## src/rtl/serial_mag_compare.sv

```systemverilog
`default_nettype none
// +--------------------------------------------------------------------------+
// | serial_mag_compare: MSB-first 2-bit-per-clock unsigned magnitude compare |
// | Revision 1.0                                                             |
// +--------------------------------------------------------------------------+
module serial_mag_compare #(
  parameter int WIDTH = 8
) (
  input  logic                        clk,
  input  logic                        rst,
  input  logic                        start,
  input  logic [WIDTH-1:0]            a,
  input  logic [WIDTH-1:0]            b,
  output logic                        busy,
  output logic                        done,
  output logic                        lt,
  output logic                        gt,
  output logic                        eq,
  output logic [$clog2(WIDTH/2):0]    slices
);

  localparam int S    = WIDTH / 2;
  localparam int IDXW = (S > 1) ? $clog2(S) : 1;
  localparam int SW   = $clog2(S) + 1;
  localparam logic [IDXW-1:0] C_IDX_TOP = IDXW'(S - 1);

  typedef enum logic [1:0] {
    ST_IDLE = 2'd0,
    ST_RUN  = 2'd1,
    ST_DONE = 2'd2
  } state_t;

  state_t            r_state, w_state_nxt;
  logic [WIDTH-1:0]  r_a, r_b, w_a_nxt, w_b_nxt;
  logic [IDXW-1:0]   r_idx, w_idx_nxt;
  logic [SW-1:0]     r_slices, w_slices_nxt;
  logic              r_busy, r_done, r_lt, r_gt, r_eq;
  logic              w_lt_nxt, w_gt_nxt, w_eq_nxt;
  logic [1:0]        w_a_sl, w_b_sl;

  assign w_a_sl = r_a[{r_idx, 1'b0} +: 2];
  assign w_b_sl = r_b[{r_idx, 1'b0} +: 2];

  always_comb begin
    w_state_nxt  = r_state;
    w_a_nxt      = r_a;
    w_b_nxt      = r_b;
    w_idx_nxt    = r_idx;
    w_slices_nxt = r_slices;
    w_lt_nxt     = r_lt;
    w_gt_nxt     = r_gt;
    w_eq_nxt     = r_eq;
    case (r_state)
      ST_IDLE, ST_DONE: begin
        // DONE accepts a new start exactly like IDLE for back-to-back use
        if (start) begin
          w_a_nxt      = a;
          w_b_nxt      = b;
          w_idx_nxt    = C_IDX_TOP;
          w_slices_nxt = '0;
          w_lt_nxt     = 1'b0;
          w_gt_nxt     = 1'b0;
          w_eq_nxt     = 1'b0;
          w_state_nxt  = ST_RUN;
        end else begin
          w_state_nxt  = ST_IDLE;
        end
      end
      ST_RUN: begin
        w_slices_nxt = r_slices + SW'(1);
        if (w_a_sl > w_b_sl) begin
          w_gt_nxt    = 1'b1;
          w_state_nxt = ST_DONE;
        end else if (w_a_sl < w_b_sl) begin
          w_lt_nxt    = 1'b1;
          w_state_nxt = ST_DONE;
        end else if (r_idx == '0) begin
          w_eq_nxt    = 1'b1;
          w_state_nxt = ST_DONE;
        end else begin
          w_idx_nxt   = r_idx - IDXW'(1);
        end
      end
      default: w_state_nxt = ST_IDLE;
    endcase
  end

  always_ff @(posedge clk or posedge rst) begin
    if (rst) begin
      r_state  <= ST_IDLE;
      r_a      <= '0;
      r_b      <= '0;
      r_idx    <= '0;
      r_slices <= '0;
      r_lt     <= 1'b0;
      r_gt     <= 1'b0;
      r_eq     <= 1'b0;
      r_busy   <= 1'b0;
      r_done   <= 1'b0;
    end else begin
      r_state  <= w_state_nxt;
      r_a      <= w_a_nxt;
      r_b      <= w_b_nxt;
      r_idx    <= w_idx_nxt;
      r_slices <= w_slices_nxt;
      r_lt     <= w_lt_nxt;
      r_gt     <= w_gt_nxt;
      r_eq     <= w_eq_nxt;
      r_busy   <= (w_state_nxt == ST_RUN);
      r_done   <= (w_state_nxt == ST_DONE);
    end
  end

  assign busy   = r_busy;
  assign done   = r_done;
  assign lt     = r_lt;
  assign gt     = r_gt;
  assign eq     = r_eq;
  assign slices = r_slices;

endmodule
`default_nettype wire
```

## config.mk

```make
export PLATFORM = sky130hd
export DESIGN_NAME = serial_mag_compare
export DESIGN_NICKNAME = d
export VERILOG_FILES = /design/src/rtl/serial_mag_compare.sv
export SDC_FILE = /design/constraint.sdc
export NUM_CORES = 1
export LEC_CHECK = 0
export CAP_MARGIN = 20
export CELL_PAD_IN_SITES_DETAIL_PLACEMENT = 0
export CELL_PAD_IN_SITES_GLOBAL_PLACEMENT = 2
export CORE_UTILIZATION = 39
export CTS_CLUSTER_DIAMETER = 100
export CTS_CLUSTER_SIZE = 8
export DETAILED_ROUTE_END_ITERATION = 6
export DONT_BUFFER_PORTS = 1
export GPL_TIMING_DRIVEN = 0
export PLACE_DENSITY_LB_ADDON = 0.1
export SYNTH_ARGS = -nofsm -noshare
export SYNTH_HDL_FRONTEND = slang
export SYNTH_SLANG_ARGS = --single-unit
```

## constraint.sdc

```tcl
create_clock -name clk -period 2.4 [get_ports clk]
set_input_delay 0.24 -clock clk [delete_from_list [all_inputs] [get_ports clk]]
set_output_delay 0.24 -clock clk [all_outputs]
set_load 0.03 [all_outputs]
```

==> flow_summary.ini <==
[logic_synthesis]
synth_nets = 121
yosys_register_bits = 28
synth_top_area_frac = 0.506
ys.flop_type = dfrtp_1
synth_area_sq_um = 1380
seq_area_frac_synth = 0.506
synth-edff-count = 0
synth_cell_types = 28
syn_area_per_cell_sq_um = 14.1
async_flop_share = 1.00
synthCells = 98
yosys_warnings = 0
synth_top_area_cell = dfrtp_1
ys_top_cells_by_area = dfrtp_1 51%, mux2_4 15%, mux4_2 6.5%

[worst_setup_path]
cp_slowest_cell = mux4_2
path_class = reg2reg
worstPathCellList = buf_2 > mux4_2 > ha_1 > and4bb_1 > and2_1 > a21o_1
cp_slowest_stage_delay_ps = 530
critPathMaxFanout = 8
required_ps = 2640
cp-end-kind = flop
crit_arrival_ps = 2420
start_kind = flop

[cts]
clk_pin_slew_ps = 150
htree_num_levels = 1
clock_sinks = 28
clock_path_buffers = 2
clk_latency_ps = 330
cts_buffers = 3
ctsResizeCount = 0
cts_tree = done
clockRootBuffer = clkbuf_4

[place]
pre_cts_slack_ps = 251
port_buffers = 0
dp.cells = 144
hpwlAfterDp_um = 1650
place.gp.congestion = 0.718

[sta]
holdWs_ps = 39.8
min_period_over_period = 0.907
relSlewSlack = 0.728
hold_viol = 0
fmax_ghz = 0.459
setup_viol_count_final = 0
layout_min_cycle_time_ps = 2180
fin_skew_ps = 4.82
drv_slew = 0
tightest_slew_ps = 408
timing.final.ws_setup_ps = 223
rsz0062_at_grt = false
setup_tns_ps = 0

[die]
ios = 27
core-area_sq_um = 3360
design.die.area_sq_um = 3790
rows = 21
die_h_um = 61.6
die_x_um = 61.6
start_util = 0.411

[power]
vdd_drop_max_v = 0.000533
p_switching_mw = 0.725
switching_share = 0.350
power_density_nw_per_um2 = 1350
intPower_mw = 1.34
leakagePower_nw = 0.722
power_mw = 2.07
clkPwrFrac = 0.149
p_seq_frac = 0.430
combinationalPowerShare = 0.421

[grt]
grt_pass1_vias = 768
grt_overflow = 0
grtUsageTotal = 0.149
grt_antenna_before_repair = 0
grt_max_degree = 29
grt_pass1_wl_um = 3910

[layout]
area_delta_synth_final_pct = 10.7
final_nets = 128
final_cells = 150
fillers = 336
diodes = 0
drive_gt1_frac = 0.317

[detailed_routing]
drcViolationCount = 0
drt_iter0_markers = 21
drt_first_pass_iters = 4
via_per_inst = 4.99
ant_nets = 0
vias = 748
wl_per_cell_um = 15.6
routed_wirelength_um = 2340

[min_path]
hp-class = in2reg

[flow_run]
max_cap_viol_count = 0

[run_status]
status = completed
## timing repair
action / in CTS / in global routing
hold buffers: 0 / 1
hold endpoints to repair: 0 / 7
buffers inserted: 0 / 0
## per-stage QoR
stage           util  instance area (sq um)
6_report       0.455                   1530
5_1_grt        0.455                   1530
4_1_cts        0.444                   1490
3_5_place_dp   0.429                   1440
3_3_place_gp   0.429                   1440
2_1_floorplan      -                   1380
## cells in the final DEF, fill, tap and decap left out, types with 2 or more instances in the layout
cell type	netlist	final
nand2b_1	3	3
inv_1	8	8
mux4_2	4	4
buf_6	3	3
clkbuf_4	0	3
o21ai_0	2	2
a21o_1	2	2
mux2_4	14	14
a22o_1	2	2
mux2_2	3	3
and2_1	2	2
dfrtp_1	28	28
buf_2	2	2
o22ai_1	2	2
ha_1	4	4
nor2_1	4	4
nor2b_1	3	3
## routing by layer
layer,part of all wire,GRT usage,vias to the layer above
met1,0.47,0.202,365
li1,-,-,354
met3,0.038,0.0336,4
met5,0,0,-
met4,0.014,0.0571,0
met2,0.48,0.232,25
## power groups by stage
stage	registers (mW)	logic, mW	clock network [mW]
2_1_floorplan	0.858	0.738	0
3_3_place_gp	0.895	0.853	0
3_5_place_dp	0.899	0.866	0
4_1_cts	0.891	0.872	0.325
5_1_grt	0.923	0.973	0.343
6_report	0.889	0.870	0.309
## worst max-delay path, delay by kind of cell, from the launching register on
kind,cells,cell delay [ps]
buf+inv,1,220
compound gates,1,190
simple gates,2,460
fa+ha+maj,1,340
flops,1,340
mux,1,530
## state kept, by name, summed over array words and instances (netlist names)
register,count
busy,1
done,1
eq,1
gt,1
lt,1
r_a,8
r_b,8
r_idx,2
r_state,2
slices,3
## path summary, 6_finish.rpt
path | startpoint | endpoint | slack, ps | cells after the start
max reg2reg | r_idx[0] | busy | 220 | 6
max | r_idx[0] | busy | 220 | 6
min reg2reg | r_b[3] | r_b[3] | 530 | 1
max in group asynchronous | rst | r_idx[1] | 1650 | 3
min | a[3] | r_a[3] | 40 | 1
min in group asynchronous | rst | r_a[2] | 320 | 2
## cells in the mapped netlist, types with 2 or more instances
master    count
buf_2         2
mux2_2        3
a22o_1        2
mux4_2        4
buf_6         3
mux2_4       14
nor2_1        4
and2_1        2
nand2b_1      3
a21o_1        2
o21ai_0       2
nor2b_1       3
o22ai_1       2
dfrtp_1      28
ha_1          4
inv_1         8
## area by class of cell
class                      instances  area, sq um  share of cell area
clock buffer                       3         22.5              0.0147
sequential                        28          701               0.458
multi-input combinational         56          589               0.385
inverter                           8         30.0              0.0196
timing repair buffer               2         37.5              0.0245
tap                               46         57.6              0.0376
buffer                             6         63.8              0.0417
clock inverter                     1         30.0              0.0196
## logic make-up (layout without fill, tap and decap cells)
logic type	count (synthesis)	in the layout	synth area share
AO/OA/AOI/OAI	11	11	0.0570
XOR/XNOR	1	1	0.00633
buffers and inverters	14	20	0.0678
flip-flops	28	28	0.506
AND/OR/NAND/NOR	19	19	0.0850
multiplexers	21	21	0.241
adder cells (fa/ha/maj)	4	4	0.0362
No activity file was read; power rests on OpenSTA's default activity.
